## config.mk

```make
export PLATFORM = sky130hd
export DESIGN_NAME = dmem_port_arbiter_flat
export DESIGN_NICKNAME = d
export VERILOG_FILES = /design/src/rtl/dmem_port_arbiter_if.sv /design/src/rtl/dmem_port_arbiter.sv /design/src/flat_wrapper.sv
export SDC_FILE = /design/constraint.sdc
export NUM_CORES = 1
export LEC_CHECK = 0
export ABC_AREA = 1
export BUFFER_PORTS_ARGS = -buffer_cell sky130_fd_sc_hd__buf_2
export CORE_MARGIN = 4
export CORE_UTILIZATION = 28
export DETAILED_ROUTE_END_ITERATION = 12
export GPL_TIMING_DRIVEN = 0
export PLACE_DENSITY = 0.65
export SLEW_MARGIN = 15
export SYNTH_ARGS = -nofsm -noshare
export SYNTH_HDL_FRONTEND = slang
export SYNTH_SLANG_ARGS = --single-unit
```

## constraint.sdc

```tcl
create_clock -name CLK -period 4.4 [get_ports CLK]
set_clock_uncertainty 0.15 [all_clocks]
set_input_delay 0.66 -clock CLK [delete_from_list [all_inputs] [get_ports CLK]]
set_output_delay 0.66 -clock CLK [all_outputs]
set_load 0.01 [all_outputs]
```

## src/rtl/dmem_port_arbiter_if.sv

```systemverilog
// Bus bundle between the data-memory arbiter, its two requesters
// (core data port, host/debug port) and the single-port memory array.
//
// Handshakes:
//   core : cpu_en marks an access this cycle; it is performed only when
//          cpu_stall=0, otherwise the core holds the same access next cycle.
//   host : host_req is raised with host_we/addr/wdata stable and held until
//          host_ack; host_ack is a one-cycle pulse, host_rdata is valid with
//          it and held until the next completion.
interface dmem_port_arbiter_if #(
  parameter int AW = 7,
  parameter int DW = 32
);
  logic          cpu_en;
  logic          cpu_we;
  logic [AW-1:0] cpu_addr;
  logic [DW-1:0] cpu_wdata;
  logic [DW-1:0] cpu_rdata;
  logic          cpu_stall;
  logic          host_req;
  logic          host_we;
  logic [AW-1:0] host_addr;
  logic [DW-1:0] host_wdata;
  logic          host_ack;
  logic [DW-1:0] host_rdata;
  logic          busy_clear;
  logic          mem_we;
  logic [AW-1:0] mem_addr;
  logic [DW-1:0] mem_wdata;
  logic [DW-1:0] mem_rdata;

  modport slave (
    input  cpu_en, cpu_we, cpu_addr, cpu_wdata,
    input  host_req, host_we, host_addr, host_wdata,
    input  mem_rdata,
    output cpu_rdata, cpu_stall, host_ack, host_rdata, busy_clear,
    output mem_we, mem_addr, mem_wdata
  );

  modport master (
    output cpu_en, cpu_we, cpu_addr, cpu_wdata,
    output host_req, host_we, host_addr, host_wdata,
    output mem_rdata,
    input  cpu_rdata, cpu_stall, host_ack, host_rdata, busy_clear,
    input  mem_we, mem_addr, mem_wdata
  );
endinterface

```

## src/rtl/dmem_port_arbiter.sv

```systemverilog
// Single-port access controller for the variable data memory. After reset it
// zero-fills the array while stalling the core, then arbitrates each cycle
// between the core (priority) and the host, with a starvation guard that
// forces a host slot after STARVE_LIMIT consecutive denials.
module dmem_port_arbiter #(
  parameter int DEPTH          = 128,
  parameter int DW             = 32,
  parameter int STARVE_LIMIT   = 8,
  parameter bit CLEAR_ON_RESET = 1'b1,
  localparam int AW = $clog2(DEPTH),
  localparam int CW = $clog2(STARVE_LIMIT + 1)
) (
  input  logic               CLK,
  input  logic               RESET,
  dmem_port_arbiter_if.slave bus,
  output logic               state_dbg,
  output logic [CW-1:0]      wait_cnt_dbg,
  output logic               force_dbg
);

  typedef enum logic {ST_CLEAR = 1'b0, ST_RUN = 1'b1} state_t;
  typedef enum logic [1:0] {OWN_IDLE, OWN_CPU, OWN_HOST, OWN_FORCE} owner_t;

  localparam state_t        RESET_STATE = CLEAR_ON_RESET ? ST_CLEAR : ST_RUN;
  localparam logic [AW-1:0] LAST_ADDR   = AW'(DEPTH - 1);
  localparam logic [CW-1:0] LIMIT       = CW'(STARVE_LIMIT);
  localparam logic [CW-1:0] LIMIT_M1    = CW'(STARVE_LIMIT - 1);

  state_t        state_q, state_d;
  owner_t        owner;
  logic [AW-1:0] clr_addr_q, clr_addr_d;
  logic [CW-1:0] wait_cnt_q;
  logic          force_q;
  logic          host_ack_q;
  logic [DW-1:0] host_rdata_q;
  logic          host_pend;
  logic          host_grant;
  logic          mem_we_c;
  logic [AW-1:0] mem_addr_c;
  logic [DW-1:0] mem_wdata_c;
  logic [DW-1:0] cpu_rdata_c;

  // The ack cycle does not count as pending, so the host cannot be re-granted
  // before it has seen its completion.
  assign host_pend  = bus.host_req & ~host_ack_q;
  assign host_grant = (owner == OWN_HOST) | (owner == OWN_FORCE);

  // State register and sweep address.
  always_ff @(posedge CLK or posedge RESET) begin
    if (RESET) begin
      state_q    <= RESET_STATE;
      clr_addr_q <= '0;
    end else begin
      state_q    <= state_d;
      clr_addr_q <= clr_addr_d;
    end
  end

  // Next state, per-cycle owner and memory-port mux.
  always_comb begin
    state_d     = state_q;
    clr_addr_d  = clr_addr_q;
    owner       = OWN_IDLE;
    mem_we_c    = 1'b0;
    mem_addr_c  = '0;
    mem_wdata_c = '0;
    cpu_rdata_c = '0;
    case (state_q)
      ST_CLEAR: begin
        mem_we_c   = 1'b1;
        mem_addr_c = clr_addr_q;
        if (clr_addr_q == LAST_ADDR) begin
          clr_addr_d = '0;
          state_d    = ST_RUN;
        end else begin
          clr_addr_d = clr_addr_q + 1'b1;
        end
      end
      default: begin
        // A stalled core never owns the port, even if the host dropped out.
        if (host_pend && force_q)       owner = OWN_FORCE;
        else if (bus.cpu_en && !force_q) owner = OWN_CPU;
        else if (host_pend)              owner = OWN_HOST;
        else                             owner = OWN_IDLE;
        case (owner)
          OWN_CPU: begin
            mem_we_c    = bus.cpu_we;
            mem_addr_c  = bus.cpu_addr;
            mem_wdata_c = bus.cpu_wdata;
            cpu_rdata_c = bus.mem_rdata;
          end
          OWN_HOST, OWN_FORCE: begin
            mem_we_c    = bus.host_we;
            mem_addr_c  = bus.host_addr;
            mem_wdata_c = bus.host_wdata;
          end
          default: ;
        endcase
      end
    endcase
  end

  // Host completion and starvation guard.
  always_ff @(posedge CLK or posedge RESET) begin
    if (RESET) begin
      host_ack_q   <= 1'b0;
      host_rdata_q <= '0;
      wait_cnt_q   <= '0;
      force_q      <= 1'b0;
    end else begin
      host_ack_q <= host_grant;
      if (host_grant) host_rdata_q <= bus.mem_rdata;
      if (!bus.host_req || host_grant) begin
        wait_cnt_q <= '0;
        force_q    <= 1'b0;
      end else if (host_pend && (wait_cnt_q != LIMIT)) begin
        wait_cnt_q <= wait_cnt_q + 1'b1;
        if (wait_cnt_q == LIMIT_M1) force_q <= 1'b1;
      end
    end
  end

  assign bus.mem_we     = mem_we_c;
  assign bus.mem_addr   = mem_addr_c;
  assign bus.mem_wdata  = mem_wdata_c;
  assign bus.cpu_rdata  = cpu_rdata_c;
  assign bus.cpu_stall  = (state_q == ST_CLEAR) | force_q;
  assign bus.busy_clear = (state_q == ST_CLEAR);
  assign bus.host_ack   = host_ack_q;
  assign bus.host_rdata = host_rdata_q;

  assign state_dbg    = (state_q == ST_RUN);
  assign wait_cnt_dbg = wait_cnt_q;
  assign force_dbg    = force_q;

endmodule

```

## src/flat_wrapper.sv

```systemverilog
// flat-port wrapper written by rule: the top's interface ports become plain ports
module dmem_port_arbiter_flat 
#(
  parameter int DEPTH          = 128,
  parameter int DW             = 32,
  parameter int STARVE_LIMIT   = 8,
  parameter bit CLEAR_ON_RESET = 1'b1,
  localparam int AW = $clog2(DEPTH),
  localparam int CW = $clog2(STARVE_LIMIT + 1)
)
  (CLK, RESET, state_dbg, wait_cnt_dbg, force_dbg, bus_cpu_en, bus_cpu_we, bus_cpu_addr, bus_cpu_wdata, bus_host_req, bus_host_we, bus_host_addr, bus_host_wdata, bus_mem_rdata, bus_cpu_rdata, bus_cpu_stall, bus_host_ack, bus_host_rdata, bus_busy_clear, bus_mem_we, bus_mem_addr, bus_mem_wdata);
  dmem_port_arbiter_if #(.AW((7)), .DW(DW)) bus_i ();
  input  logic CLK;
  input  logic RESET;
  output logic state_dbg;
  output logic [CW-1:0] wait_cnt_dbg;
  output logic force_dbg;
  input wire logic [$bits(bus_i.cpu_en)-1:0] bus_cpu_en;
  input wire logic [$bits(bus_i.cpu_we)-1:0] bus_cpu_we;
  input wire logic [$bits(bus_i.cpu_addr)-1:0] bus_cpu_addr;
  input wire logic [$bits(bus_i.cpu_wdata)-1:0] bus_cpu_wdata;
  input wire logic [$bits(bus_i.host_req)-1:0] bus_host_req;
  input wire logic [$bits(bus_i.host_we)-1:0] bus_host_we;
  input wire logic [$bits(bus_i.host_addr)-1:0] bus_host_addr;
  input wire logic [$bits(bus_i.host_wdata)-1:0] bus_host_wdata;
  input wire logic [$bits(bus_i.mem_rdata)-1:0] bus_mem_rdata;
  output wire logic [$bits(bus_i.cpu_rdata)-1:0] bus_cpu_rdata;
  output wire logic [$bits(bus_i.cpu_stall)-1:0] bus_cpu_stall;
  output wire logic [$bits(bus_i.host_ack)-1:0] bus_host_ack;
  output wire logic [$bits(bus_i.host_rdata)-1:0] bus_host_rdata;
  output wire logic [$bits(bus_i.busy_clear)-1:0] bus_busy_clear;
  output wire logic [$bits(bus_i.mem_we)-1:0] bus_mem_we;
  output wire logic [$bits(bus_i.mem_addr)-1:0] bus_mem_addr;
  output wire logic [$bits(bus_i.mem_wdata)-1:0] bus_mem_wdata;
  assign bus_i.cpu_en = bus_cpu_en;
  assign bus_i.cpu_we = bus_cpu_we;
  assign bus_i.cpu_addr = bus_cpu_addr;
  assign bus_i.cpu_wdata = bus_cpu_wdata;
  assign bus_i.host_req = bus_host_req;
  assign bus_i.host_we = bus_host_we;
  assign bus_i.host_addr = bus_host_addr;
  assign bus_i.host_wdata = bus_host_wdata;
  assign bus_i.mem_rdata = bus_mem_rdata;
  assign bus_cpu_rdata = bus_i.cpu_rdata;
  assign bus_cpu_stall = bus_i.cpu_stall;
  assign bus_host_ack = bus_i.host_ack;
  assign bus_host_rdata = bus_i.host_rdata;
  assign bus_busy_clear = bus_i.busy_clear;
  assign bus_mem_we = bus_i.mem_we;
  assign bus_mem_addr = bus_i.mem_addr;
  assign bus_mem_wdata = bus_i.mem_wdata;
  dmem_port_arbiter #(.DEPTH(DEPTH), .DW(DW), .STARVE_LIMIT(STARVE_LIMIT), .CLEAR_ON_RESET(CLEAR_ON_RESET)) u_core (.CLK(CLK), .RESET(RESET), .bus(bus_i), .state_dbg(state_dbg), .wait_cnt_dbg(wait_cnt_dbg), .force_dbg(force_dbg));
endmodule
```

==> impl_metrics.env <==
export IMPL_switching_share_pct=25.7
export IMPL_power_frac_comb_pct=15.6
export IMPL_floorplan_initialDensity_pct=28.9
export IMPL_fmax_mhz=390
export IMPL_hold_path_class="in2async"
export IMPL_placed_cell_area_sq_um=4180
export IMPL_dp_final_hpwl_um=9020
export IMPL_totalNegativeSetupSlack_ps=0
export IMPL_critPathKind="in2out"
export IMPL_path_max_fanout=10
export IMPL_tritoncts_num_buffers=5
export IMPL_gr_total_overflow=0
export IMPL_maxSlewHeadroom_pct=66.6
export IMPL_ctsLongestPathBuffers=2
export IMPL_max_cap_violations=0
export IMPL_timing_critical_path_required_ps=3590
export IMPL_placement_io_buffers=228
export IMPL_min_period_over_period_pct=58.2
export IMPL_detail_route_wirelength_um=10900
export IMPL_route_antenna_remaining_nets=0
export IMPL_finalPower_mw=0.792
export IMPL_fin_worst_hold_slack_ps=235
export IMPL_post_route_drc_count=0
export IMPL_n_antenna_cell=0
export IMPL_endpoint_kind="output port"
export IMPL_number_of_fill_cells_in_the_layout=1040
export IMPL_cts_root_buf="sky130_fd_sc_hd__clkbuf_8"
export IMPL_critical_path_arrival_ps=1750
export IMPL_peakVddDrop_v=0.0000904
export IMPL_outcome="complete, no violations"
export IMPL_synthArstFlopShare_pct=100
export IMPL_cts_resized=0
export IMPL_routability_congestion_estimate=0.838
export IMPL_num_io_pins=229
export IMPL_dp_cells=800
export IMPL_placementRows=36
export IMPL_layout_cells_non_filler=807
export IMPL_synth_area_sq_um=2860
export IMPL_die_area_sq_um=11900
export IMPL_clk_pin_slew_ps=80
export IMPL_cts_setup_buffers=0
export IMPL_ys_types=24
export IMPL_design_final_nets=793
export IMPL_finalHoldViolations=0
export IMPL_grt_antenna_before_repair=0
export IMPL_drv_slew=0
export IMPL_clk_sink_count=46
export IMPL_timing_critical_path_from_type="input pin"
export IMPL_synth_seq_area_share_pct=40.3
export IMPL_setup_viol=0
export IMPL_die_span_in_x_um=109
export IMPL_fin_crit_ps=2560
export IMPL_leakage_component_of_the_power_nw=2.68
export IMPL_worst_slack_ps=1840
export IMPL_total_switching_power_mw=0.204
export IMPL_synth_edf_count=0
export IMPL_synthesis_yosys_warnings=0
export IMPL_syn_avg_cell_area_sq_um=6.52
export IMPL_synth_top_flop_cell="sky130_fd_sc_hd__dfrtp_1"
export IMPL_layout_area_overhead_vs_synth_pct=49.3
export IMPL_wl_per_cell_um=13.5
export IMPL_grt_start_max_net_pins=25
export IMPL_timing_worst_slew_pin_value_ps=500
export IMPL_synth_net_count=557
export IMPL_finalInstanceArea_sq_um=4260
export IMPL_tritoncts="built"
export IMPL_synth_ff_latch_count=46
export IMPL_place_ws_ps=1850
export IMPL_drt_pass1_iterations=4
export IMPL_post_drt_via_cell_ratio=4.46
export IMPL_final_util_pct=43.2
export IMPL_final_cell_mix="sky130_fd_sc_hd__buf_2, sky130_fd_sc_hd__nand2_1, sky130_fd_sc_hd__dfrtp_1"
export IMPL_final_layout_size_suffix_gt1_share_pct=39.2
export IMPL_clk_latency_ps=290
export IMPL_post_cts_hold_buffer_count=0
export IMPL_cell_internal_pwr_mw=0.588
export IMPL_drt_first_iter_violations=229
export IMPL_route_vias_total=3601
export IMPL_grt_pass1_wl_um=16400
export IMPL_pwr_share_seq_pct=53.7
export IMPL_cts_htree_levels=2
export IMPL_groute_usage_overall_pct=17.4
export IMPL_pwr_share_clk_pct=30.7
export IMPL_power_density_nw_per_um2=186
export IMPL_first_global_vias=3485
export IMPL_layout_cells_most_common="sky130_fd_sc_hd__buf_2"
export IMPL_setup_repair_after_global_routing_missed_its_margin="false"
export IMPL_fp_coreArea_sq_um=9860
export IMPL_die_height_um=109
export IMPL_synthesis_instances=438
-- routing by layer --
layer  track usage (%)  part of all wire [%]  vias to the layer above
met5                 0                     0                        -
met4              7.66                   3.7                        0
met3              4.03                    11                       22
met2              33.1                    50                      197
met1              17.9                    36                     1575
li1                  -                     -                     1807
-- final timing paths --
kind                                                        from                                     to  slack, ps  depth (start not counted)
max                                                 bus_host_req                      bus_mem_wdata[19]       1840                          9
min                                                        RESET   u_core.bus.host_rdata[6]$_DFFE_PP0P_        240                          2
max reg2reg                     u_core.clr_addr_q[0]$_DFFE_PP0N_       u_core.clr_addr_q[0]$_DFFE_PP0N_       2930                          6
min reg2reg                u_core.bus.host_rdata[22]$_DFFE_PP0P_  u_core.bus.host_rdata[22]$_DFFE_PP0P_        330                          2
max in group asynchronous                                  RESET       u_core.clr_addr_q[4]$_DFFE_PP0N_       3370                          3
min in group CLK           u_core.bus.host_rdata[22]$_DFFE_PP0P_  u_core.bus.host_rdata[22]$_DFFE_PP0P_        330                          2
-- Yosys cell counts, types with 2 or more instances --
library cell / instances / area, sq um
sky130_fd_sc_hd__ha_1: 3 / 37.5
sky130_fd_sc_hd__a21oi_1: 34 / 170
sky130_fd_sc_hd__inv_2: 5 / 18.8
sky130_fd_sc_hd__buf_6: 3 / 33.8
sky130_fd_sc_hd__o21ai_0: 13 / 65.1
sky130_fd_sc_hd__nand4_1: 5 / 31.3
sky130_fd_sc_hd__nand2_1: 192 / 721
sky130_fd_sc_hd__clkbuf_1: 5 / 18.8
sky130_fd_sc_hd__nor2_1: 44 / 165
sky130_fd_sc_hd__nand3_1: 8 / 40.0
sky130_fd_sc_hd__buf_4: 2 / 15.0
sky130_fd_sc_hd__dfrtp_1: 46 / 1150
sky130_fd_sc_hd__inv_1: 42 / 158
sky130_fd_sc_hd__buf_2: 11 / 55.1
sky130_fd_sc_hd__xor2_1: 3 / 26.3
sky130_fd_sc_hd__o21ai_1: 14 / 70.1
-- layout make-up --
cell class	instances	area, sq um	share of cell area, %
sequential	46	1150	27.0
timing repair buffer	229	1160	27.2
tap	133	166	3.90
clock inverter	2	10.0	0.235
clock buffer	5	68.8	1.61
buffer	22	128	2.99
inverter	48	183	4.29
multi-input combinational	322	1390	32.7
-- logic make-up (layout without fill, tap and decap cells) --
logic type,count (synthesis),count (layout),synth area share (%)
buf+inv,70,306,10.9
simple gates,255,255,35.9
flops,46,46,40.3
fa+ha+maj,3,3,1.31
compound gates,61,61,10.7
xor+xnor,3,3,0.920
-- power by group through the flow --
stage	registers (mW)	clock network [mW]	logic, mW
floorplan	0.434	0	0.0535
global placement	0.434	0	0.119
detailed placement	0.434	0	0.124
CTS	0.425	0.254	0.125
global route	0.426	0.272	0.140
finish	0.425	0.243	0.124
-- worst max-delay path, stage by stage --
cell                      delay, ps
sky130_fd_sc_hd__buf_2          100
sky130_fd_sc_hd__inv_2           50
sky130_fd_sc_hd__nor2_8         160
sky130_fd_sc_hd__nand2_4        120
sky130_fd_sc_hd__inv_4          120
sky130_fd_sc_hd__buf_6          140
sky130_fd_sc_hd__nand2_1         50
sky130_fd_sc_hd__a21oi_1        170
sky130_fd_sc_hd__buf_2          170
-- registers in the layout, indices dropped and copies added, names as in the netlist --
signal / flops
u_core.bus.host_ack: 1
u_core.state_dbg: 1
u_core.wait_cnt_dbg: 4
u_core.force_dbg: 1
u_core.clr_addr_q: 7
u_core.bus.host_rdata: 32
Note: power is estimated with default switching activity, not from simulation.
